==> config.mk <==
export PLATFORM = sky130hd
export DESIGN_NAME = fir_xifu_wb
export DESIGN_NICKNAME = d
export VERILOG_FILES = /design/src/rtl/fir_xifu_wb.sv
export SDC_FILE = /design/constraint.sdc
export NUM_CORES = 1
export LEC_CHECK = 0
export ABC_AREA = 1
export CAP_MARGIN = 10
export CORE_MARGIN = 10
export CORE_UTILIZATION = 30
export CTS_CLUSTER_DIAMETER = 50
export DETAILED_ROUTE_END_ITERATION = 8
export PLACE_DENSITY = 0.69
export SLEW_MARGIN = 20
export SYNTH_ARGS = -nofsm -noshare
export SYNTH_HDL_FRONTEND = slang
export SYNTH_SLANG_ARGS = --single-unit
==> constraint.sdc <==
create_clock -name clk_i -period 1.7 [get_ports clk_i]
set_clock_uncertainty 0.2 [all_clocks]
set_input_delay 0.255 -clock clk_i [delete_from_list [all_inputs] [get_ports clk_i]]
set_output_delay 0.255 -clock clk_i [all_outputs]
set_load 0.01 [all_outputs]
==> src/rtl/fir_xifu_wb.sv <==
// Write-back stage of the FIR XIFU coprocessor: holds one EX/WB instruction,
// tracks its commit/kill, writes the XIFU register file and returns one X-interface result.
module fir_xifu_wb #(
    parameter int ID_W = 4,
    parameter int NREG = 8
) (
    input  logic                    clk_i,
    input  logic                    rst_ni,
    input  logic                    clear_i,
    input  logic                    ex_valid_i,
    input  logic [1:0]              ex_instr_i,
    input  logic [ID_W-1:0]         ex_id_i,
    input  logic [$clog2(NREG)-1:0] ex_rd_i,
    input  logic [4:0]              ex_rs1_i,
    input  logic [31:0]             ex_result_i,
    input  logic                    commit_valid_i,
    input  logic [ID_W-1:0]         commit_id_i,
    input  logic                    commit_kill_i,
    input  logic                    mem_result_valid_i,
    input  logic [ID_W-1:0]         mem_result_id_i,
    input  logic [31:0]             mem_result_rdata_i,
    input  logic                    result_ready_i,
    output logic                    result_valid_o,
    output logic [ID_W-1:0]         result_id_o,
    output logic [31:0]             result_data_o,
    output logic [4:0]              result_rd_o,
    output logic                    result_we_o,
    output logic                    rf_we_o,
    output logic [$clog2(NREG)-1:0] rf_waddr_o,
    output logic [31:0]             rf_wdata_o,
    output logic                    ready_o
);

    localparam int RW = $clog2(NREG);

    localparam logic [1:0] OP_NONE = 2'd0;
    localparam logic [1:0] OP_LW   = 2'd1;
    localparam logic [1:0] OP_SW   = 2'd2;
    localparam logic [1:0] OP_DOTP = 2'd3;

    typedef enum logic [1:0] {
        IDLE,
        WAIT_MEM,
        WAIT_CMT,
        RESP
    } state_e;

    state_e          state_q, state_d;
    logic            ready_q;
    logic [1:0]      instr_q;
    logic [ID_W-1:0] id_q;
    logic [RW-1:0]   rd_q;
    logic [4:0]      rs1_q;
    logic [31:0]     result_q;
    logic [31:0]     rdata_q;
    logic            committed_q;
    logic            killed_q;

    logic accept;
    logic commit_hit_ex;
    logic commit_hit_held;
    logic mem_hit;

    assign accept          = ex_valid_i && ready_q && (ex_instr_i != OP_NONE) && !clear_i;
    assign commit_hit_ex   = commit_valid_i && (commit_id_i == ex_id_i);
    assign commit_hit_held = commit_valid_i && (commit_id_i == id_q);
    assign mem_hit         = mem_result_valid_i && (mem_result_id_i == id_q);

    // ready is registered so it reads 0 while in reset and settles one edge after release
    always_ff @(posedge clk_i or negedge rst_ni) begin
        if (!rst_ni) begin
            state_q <= IDLE;
            ready_q <= 1'b0;
        end else begin
            state_q <= state_d;
            ready_q <= (state_d == IDLE);
        end
    end

    always_comb begin
        state_d = state_q;
        if (clear_i) begin
            state_d = IDLE;
        end else begin
            unique case (state_q)
                IDLE: begin
                    if (accept) state_d = (ex_instr_i == OP_LW) ? WAIT_MEM : WAIT_CMT;
                end
                WAIT_MEM: begin
                    if (mem_hit) state_d = WAIT_CMT;
                end
                WAIT_CMT: begin
                    if (killed_q)         state_d = IDLE;
                    else if (committed_q) state_d = RESP;
                end
                RESP: begin
                    if (result_ready_i) state_d = IDLE;
                end
                default: state_d = IDLE;
            endcase
        end
    end

    // A kill seen while waiting for memory is only recorded; the load still has to drain
    always_ff @(posedge clk_i or negedge rst_ni) begin
        if (!rst_ni) begin
            instr_q     <= OP_NONE;
            id_q        <= '0;
            rd_q        <= '0;
            rs1_q       <= '0;
            result_q    <= '0;
            rdata_q     <= '0;
            committed_q <= 1'b0;
            killed_q    <= 1'b0;
        end else if (clear_i) begin
            instr_q     <= OP_NONE;
            id_q        <= '0;
            rd_q        <= '0;
            rs1_q       <= '0;
            result_q    <= '0;
            rdata_q     <= '0;
            committed_q <= 1'b0;
            killed_q    <= 1'b0;
        end else if (accept) begin
            instr_q     <= ex_instr_i;
            id_q        <= ex_id_i;
            rd_q        <= ex_rd_i;
            rs1_q       <= ex_rs1_i;
            result_q    <= ex_result_i;
            rdata_q     <= '0;
            committed_q <= commit_hit_ex && !commit_kill_i;
            killed_q    <= commit_hit_ex && commit_kill_i;
        end else if (state_q == WAIT_MEM || state_q == WAIT_CMT) begin
            if (state_q == WAIT_MEM && mem_hit) rdata_q <= mem_result_rdata_i;
            if (commit_hit_held && !commit_kill_i) committed_q <= 1'b1;
            if (commit_hit_held && commit_kill_i)  killed_q    <= 1'b1;
        end
    end

    always_comb begin
        ready_o        = ready_q;
        rf_we_o        = 1'b0;
        rf_waddr_o     = '0;
        rf_wdata_o     = '0;
        result_valid_o = 1'b0;
        result_id_o    = '0;
        result_data_o  = '0;
        result_rd_o    = '0;
        result_we_o    = 1'b0;
        if (!clear_i) begin
            if (state_q == WAIT_CMT && committed_q && !killed_q && instr_q != OP_SW) begin
                rf_we_o    = 1'b1;
                rf_waddr_o = rd_q;
                rf_wdata_o = (instr_q == OP_LW) ? rdata_q : result_q;
            end
            if (state_q == RESP) begin
                result_valid_o = 1'b1;
                result_id_o    = id_q;
                result_data_o  = result_q;
                result_rd_o    = rs1_q;
                result_we_o    = (instr_q != OP_DOTP);
            end
        end
    end

endmodule

After elaboration in Yosys (flattened, before gate mapping)
Cells that the tools add are included.
{"block": "word_totals", "ff_bits": 83, "input_bits": 94, "out_inout_bits": 80, "wordCells": 96}
{"block": "op_classes", "eq_ne": 10, "mux": 47, "n_reduce_logical": 29}
{"cell": "$mux 32", "n": 11}
{"cell": "$mux 5", "n": 4}
{"cell": "$mux 2", "n": 9}
{"cell": "$mux 4", "n": 4}
{"cell": "$logic_and 1x1->1", "n": 14}
{"cell": "$mux 1", "n": 14}
{"cell": "$eq 4x4->1", "n": 3}
{"cell": "$mux 3", "n": 4}
{"cell": "$reduce_bool 3->1", "n": 4}
{"cell": "$pmux 2 s4", "n": 1}
{"cell": "$eq 2x1->1 const B", "n": 3}
{"cell": "$reduce_and 2->1", "n": 3}
{"cell": "$eq 2x2->1 const B", "n": 2}
{"cell": "$logic_not 2->1", "n": 2}
{"cell": "$ne 2x2->1 const B", "n": 2}
{"cell": "$reduce_bool 2->1", "n": 2}
{"cell": "$logic_not 1->1", "n": 3}
{"cell": "$logic_or 1x1->1", "n": 1}

Depth between registers and ports, before layout
Gate-level depths: netlist (run 1).
{"block": "depth", "word_depth": 7, "depth_mapped": 10, "ltp_nobuf": 10}

Least setup slack after synthesis (run 1)
OpenSTA, ideal clock, no wires.
{"block": "synth_timing", "kind": "reg-to-output", "startpoint": "register state_q[0]", "endpoint": "output port rf_wdata_o[18]", "arrival_time_ns": 1.363, "t_required_ns": 1.245, "path_slack_ns": -0.118, "path_stages_with_launch": 8, "n_path_buf": 1, "cell_sequence": "dfrtp_1 inv_1 ha_1 nand3_1 nor2_1 nand2_2 buf_2 a21oi_1"}
{"block": "synth_via", "elab_chain_cells": 6}
{"element": "from (decl)", "line": "48", "source": "state_e state_q, state_d;"}
{"element": "from (signal assigned)", "line": "75", "source": "state_q <= state_d;"}
{"element": "$eq 2x2->1", "line": "151", "source": "if (state_q == WAIT_CMT && committed_q && !killed_q && instr_q != OP_SW) begin"}
{"element": "$logic_and 1x1->1 (3 in a row)", "line": "151"}
{"element": "$mux 32", "line": "151"}
{"element": "$mux 32", "line": "150", "source": "if (!clear_i) begin"}
{"element": "to (decl)", "line": "30", "source": "output logic [31:0] rf_wdata_o,"}
Every way passes these cells.

Final worst setup path (run 1)
{"block": "layout_timing", "startpoint": "register state_q[0]", "endpoint": "output port rf_wdata_o[30]"}
Same word-level chain as after synthesis.

==> impl_metrics.env, run 1 <==
export IMPL_outcome="finished with violations"
export IMPL_violations="setup timing"
export IMPL_period_share_pct=130
export IMPL_start_kind="register"
export IMPL_cts_buffer_depth=2
export IMPL_p_leak_nw=3.50
export IMPL_core_area_um2=15300
export IMPL_diodes=0
export IMPL_clock_root_buffer="clkbuf_16"
export IMPL_min_period_ns=2.21
export IMPL_ant_nets=0
export IMPL_fp_dieH_um=145
export IMPL_worstSetupEndpointType="primary output"
export IMPL_grt_pass1_vias=5070
export IMPL_hpwl_um=13000
export IMPL_vias=5067
export IMPL_synth_top_area_share_pct=44.4
export IMPL_maxClockFrequency_mhz=453
export IMPL_clock_sinks=83
export IMPL_drtPass1Iterations=5
export IMPL_cts_htree_levels=3
export IMPL_fin_cells=1034
export IMPL_hold_path_class="in2async"
export IMPL_boundaryPins=174
export IMPL_rr_startpoint="state_q[1]"
export IMPL_crit_required_ns=1.24
export IMPL_maxSlewViolCount=0
export IMPL_grt_pass1_wl_um=28400
export IMPL_slowest_delay_ns=0.38
export IMPL_grt_overflow=0
export IMPL_reg2reg_to="rdata_q[4]"
export IMPL_final_setup_tns_ns=-34.76
export IMPL_worst_slack_ns=-0.509
export IMPL_groute_usage_overall_pct=17.5
export IMPL_rows=45
export IMPL_place_port_buffers=173
export IMPL_wl_per_cell_um=18.1
export IMPL_grt_max_degree=36
export IMPL_ys_ff_latch=83
export IMPL_syn_mean_instance_area_um2=7.46
export IMPL_areaGrowthSynthToFinish_pct=71.6
export IMPL_ff2ff_path_depth=9
export IMPL_yosysSeqAreaShare_pct=44.4
export IMPL_slew_headroom_pct=81.6
export IMPL_cts_buffers=9
export IMPL_cts_tree="done"
export IMPL_drc=0
export IMPL_antenna_found_initial=1
export IMPL_wl_um=18800
export IMPL_cap_violations=0
export IMPL_dpl_cell_area_um2=7230
export IMPL_arrival_ns=1.75
export IMPL_syn_nets=725
export IMPL_dp_slack_ns=-0.582
export IMPL_placed_cells=1004
export IMPL_start_util_pct=30.6
export IMPL_path_clk_slew_ns=0.06
export IMPL_dieArea_um2=21000
export IMPL_synthCells=627
export IMPL_hold_violations=0
export IMPL_final_area_um2=8020
export IMPL_path_max_fanout=7
export IMPL_drt_iter0_drc=338
export IMPL_path_class="reg2out"
export IMPL_synth_area_um2=4670
export IMPL_finalSetupViolCount=95
export IMPL_slowest_stage="dfrtp_1"
export IMPL_synth_area_leader_cell="dfrtp_1"
export IMPL_synth_distinct_cells=27
export IMPL_synth_warnings=0
export IMPL_viasPerCell=4.90
export IMPL_rsz0062_at_grt="true"
export IMPL_synth_area_leaders="dfrtp_1 (44%), nand3_1 (12%), nand2_1 (8.9%)"
export IMPL_worst_pin_slew_ns=0.276
export IMPL_gp_congestion=0.882
export IMPL_clk_latency_ns=0.34
export IMPL_die_x_um=145
export IMPL_power_density_nw_per_um2=800
export IMPL_vdd_drop_max_uv=457
export IMPL_drive_above_1_share_pct=28.2
export IMPL_path_cells="inv_2, ha_4, nand3_4, nor2_4, nand2_8, buf_16, a21oi_4, buf_6"
export IMPL_final_nets=919
export IMPL_rrSetupSlack_ns=-0.08
## cells by family (layout without fill, tap and decap cells)
family,Yosys count,in the layout,share of synthesized area [%]
and+or+nand+nor,324,324,32.7
buffers and inverters,126,322,11.7
adders and majority gates,4,4,1.07
DFF,83,83,44.4
AOI/OAI and AO/OA,90,90,10.0
## layout by cell type (no fill, tap or decap), types with 5 or more instances in the layout
cell / synthesis / layout
nand3_2: 0 / 10
nor2_1: 52 / 45
nor2_4: 3 / 6
nand2_2: 4 / 6
nand2_1: 111 / 107
a21oi_1: 37 / 5
a21oi_4: 1 / 27
a21oi_2: 0 / 6
nand4_1: 37 / 37
clkbuf_16: 0 / 11
nand3_1: 112 / 101
clkdlybuf4s50_1: 0 / 91
buf_6: 3 / 35
buf_4: 4 / 24
dfrtp_1: 83 / 83
clkbuf_2: 0 / 5
buf_2: 30 / 21
o21ai_0: 46 / 46
clkdlybuf4s15_2: 0 / 22
inv_1: 70 / 65
buf_12: 0 / 20
buf_16: 0 / 6
inv_2: 8 / 9
## per-stage QoR
| stage | total power, mW | utilization [%] | hold WS [ns] |
|---|---|---|---|
| 2_1_floorplan | 3.35 | - | -0.241 |
| 3_3_place_gp | 4.16 | 47.4 | -0.0636 |
| 3_5_place_dp | 4.17 | 47.4 | -0.0651 |
| 4_1_cts | 6.37 | 51.8 | 0.117 |
| 5_1_grt | 6.77 | 52.6 | 0.126 |
| 6_report | 6.42 | 52.6 | 0.125 |
## worst max-delay path: cells and delay by family (launching register included)
kind                       cells  cell delay (ns)
DFF                            1             0.38
AOI/OAI and AO/OA              1             0.14
and+or+nand+nor                3             0.36
adders and majority gates      1             0.14
buffers and inverters          3             0.37
## layout make-up
type,count,area (um2)
fillers,1427,7240
clock buffers,11,253
flip-flops and latches,83,2080
clock inverters,2,37.5
multi-input cells,418,2560
well taps,211,264
inverters,79,314
repair buffers,230,2520
## cells in the mapped netlist
library cell,instances
nand3_1,112
nand2_1,111
dfrtp_1,83
inv_1,70
nor2_1,52
o21ai_0,46
a21oi_1,37
nand4_1,37
buf_2,30
inv_2,8
clkbuf_1,6
buf_1,4
buf_4,4
ha_1,4
nand2_2,4
o22ai_1,4
buf_6,3
nor2_4,3
a21oi_4,1
clkinv_1,1
nand3_4,1
nand3b_1,1
nand4_2,1
nor2_8,1
nor3_2,1
o211ai_1,1
o21ai_1,1
## worst max-delay path by stage
stage	from	endpoint	slack, ns	depth (start not counted)
final	state_q[0]	rf_wdata_o[30]	-0.51	8
after global routing	state_q[0]	rf_wdata_o[25]	-0.59	8
after CTS	state_q[0]	rf_wdata_o[30]	-0.49	8
after detailed placement	clear_i	rf_wdata_o[5]	-0.58	6
after global placement	clear_i	rf_wdata_o[6]	-0.58	6
after floorplan	state_q[0]	rf_wdata_o[0]	0.003	7
## registers in the layout, summed over array words and instances (netlist names), 2 cells and up
| signal | flops |
|---|---|
| id_q | 4 |
| rdata_q | 32 |
| rd_q | 3 |
| result_q | 32 |
| rs1_q | 5 |
| instr_q | 2 |
| state_q | 2 |
## metal layers
metal | global-route usage (%) | routed length [um] | vias up
met1 | 21.5 | 7790 | 2423
met5 | 0 | 12 | -
met2 | 28.9 | 9070 | 166
li1 | - | - | 2452
met3 | 5.15 | 1560 | 24
met4 | 5.64 | 324 | 2
## timing repair
| action | 4_1_cts | 5_1_grt |
|---|---|---|
| cloned | 6 | 2 |
| setup endpoints to repair | 115 | 114 |
| endpoints found under the hold margin | 83 | 0 |
| pin swaps | 7 | 9 |
| setup buffers | 4 | 4 |
| hold buffers | 1 | 0 |
| gates resized for setup | 342 | 37 |
## report_power, final
part | internal, mW | switching [mW]
logic | 0.899 | 1.31
registers | 2.14 | 0.0899
clock network | 1.19 | 0.792
total | 4.23 | 2.19
(Power assumes the default switching activity.)
==> run 2: changes to the inputs <==
Settings changed: CORE_MARGIN 10 to 2, CORE_UTILIZATION 30 to 41, PLACE_DENSITY 0.69 to 0.87.
==> impl_metrics.env, run 2 (synthesis gave the netlist of run 1 again) <==
export IMPL_outcome="finished with violations"
export IMPL_violations="setup timing"
export IMPL_n_fill_cell=810
export IMPL_drtPass1Iterations=5
export IMPL_worstSetupEndpointType="primary output"
export IMPL_rsz0062_at_grt="true"
export IMPL_boundaryPins=174
export IMPL_wl_um=16700
export IMPL_diodes=0
export IMPL_vias=5256
export IMPL_areaGrowthSynthToFinish_pct=68.8
export IMPL_path_class="reg2out"
export IMPL_grt_overflow=0
export IMPL_core_area_um2=11000
export IMPL_clk_latency_ns=0.32
export IMPL_cts_tree="done"
export IMPL_start_kind="register"
export IMPL_drt_iter0_drc=304
export IMPL_viasPerCell=5.43
export IMPL_vdd_drop_max_uv=568
export IMPL_worst_slack_ns=-0.477
export IMPL_rrSetupSlack_ns=-0.09
export IMPL_path_max_fanout=6
export IMPL_min_period_ns=2.18
export IMPL_hold_violations=0
export IMPL_hold_path_class="in2reg"
export IMPL_m1WireLength_um=6840
export IMPL_cts_buffers=9
export IMPL_dp_slack_ns=-0.574
export IMPL_grt_pass1_vias=5175
export IMPL_slew_headroom_pct=69.6
export IMPL_grt_max_degree=84
export IMPL_antenna_found_initial=0
export IMPL_cts_htree_levels=3
export IMPL_arrival_ns=1.72
export IMPL_top_layer_used="met4"
export IMPL_grt_pass1_wl_um=25500
export IMPL_fp_dieH_um=111
export IMPL_period_share_pct=128
export IMPL_path_clk_slew_ns=0.07
export IMPL_cts_buffer_depth=2
export IMPL_gp_congestion=0.906
export IMPL_seqCellArea_um2=2080
export IMPL_groute_usage_overall_pct=25.4
export IMPL_wl_met2_um=8280
export IMPL_finalSetupViolCount=98
export IMPL_hpwl_um=10600
export IMPL_drive_above_1_share_pct=29.5
export IMPL_final_common_cell="nand2_1"
export IMPL_cap_violations=0
export IMPL_crit_required_ns=1.24
export IMPL_drc=0
export IMPL_die_x_um=111
export IMPL_multi_input_area_um2=2630
export IMPL_p_leak_nw=3.49
export IMPL_final_nets=921
export IMPL_rows=38
export IMPL_layout_common_cells="nand2_1 (106), clkdlybuf4s50_1 (90), nand3_1 (89)"
export IMPL_clock_sinks=83
export IMPL_clock_root_buffer="clkbuf_16"
export IMPL_place_port_buffers=173
export IMPL_wl_met3_um=1020
export IMPL_dieArea_um2=12300
export IMPL_ant_nets=0
export IMPL_maxClockFrequency_mhz=459
export IMPL_reg_top3="rdata_q (32), result_q (32), rs1_q (5)"
export IMPL_maxSlewViolCount=0
export IMPL_worst_pin_slew_ns=0.456
export IMPL_power_mw=6.47
export IMPL_wl_per_cell_um=17.3
export IMPL_start_util_pct=42.6
export IMPL_power_density_nw_per_um2=820
run 2: cell types whose count changed in the layout (fill, tap and decap cells not counted), sizes merged:
cell / delta
inv: +2
bufbuf: +1
clkdlybuf4s50: -1
clkdlybuf4s15: -5
clkinv: +1
clkbuf: +16
clkinvlp: -1
dlygate4sd2: +4
dlymetal6s2s: +1
bufinv: +1
buf: -14
run 2: final timing paths:
kind                                             start        endpoint  cells after the start
max in group asynchronous                       rst_ni      rdata_q[1]                      3
worst max-delay path                        state_q[0]  result_valid_o                      6
worst min register to register             rdata_q[21]     rdata_q[21]                      2
worst max register to register              state_q[0]     rdata_q[17]                      8
min in group asynchronous                       rst_ni        killed_q                      3
worst min-delay path            mem_result_rdata_i[13]     rdata_q[13]                      3
run 2: timing repair:
action	CTS	global route
hold buffers	1	0
pin swaps	7	5
endpoints found under the setup margin	114	117
endpoints found under the hold margin	83	0
buffers inserted	13	5
gates resized for setup	266	102
cloned	3	4
run 2: layout make-up:
cell class,instances,share of cell area [%]
clock inverters,5,0.983
repair buffers,232,30.3
inverters,79,3.89
clock buffers,11,2.95
well taps,140,2.22
multi-input cells,418,33.3
flip-flops and latches,83,26.3
run 2: power breakdown:
part | switching (mW) | total, mW | internal, mW
logic | 1.29 | 2.19 | 0.903
clock network | 0.769 | 2.05 | 1.28
registers | 0.0950 | 2.23 | 2.14
run 2: stage by stage:
| stage | instances | area, um2 | hold slack, ns | util [%] | setup TNS (ns) |
|---|---|---|---|---|---|
| after floorplan | 627 | 5060 | -0.241 | - | 0 |
| after global placement | 929 | 7060 | 0.122 | 64.3 | -53.61 |
| after detailed placement | 929 | 7060 | 0.124 | 64.3 | -55.72 |
| after CTS | 960 | 7620 | 0.288 | 69.4 | -33.69 |
| after global routing | 968 | 7890 | 0.307 | 71.8 | -37.75 |
| final | 968 | 7890 | 0.291 | 71.8 | -30.84 |
run 2: critical path: stages, from the launching register on:
cell and delay (ns):
dfrtp_1 0.39, buf_4 0.17, ha_4 0.18, nand2_8 0.09
bufbuf_16 0.26, inv_1 0.03, dlygate4sd2_1 0.27
run 2: layer usage:
layer	global-route usage, %	up-vias
li1	-	2456
met1	32.1	2537
met2	41.8	220
met3	5.08	43
met4	11.9	0
met5	0	-
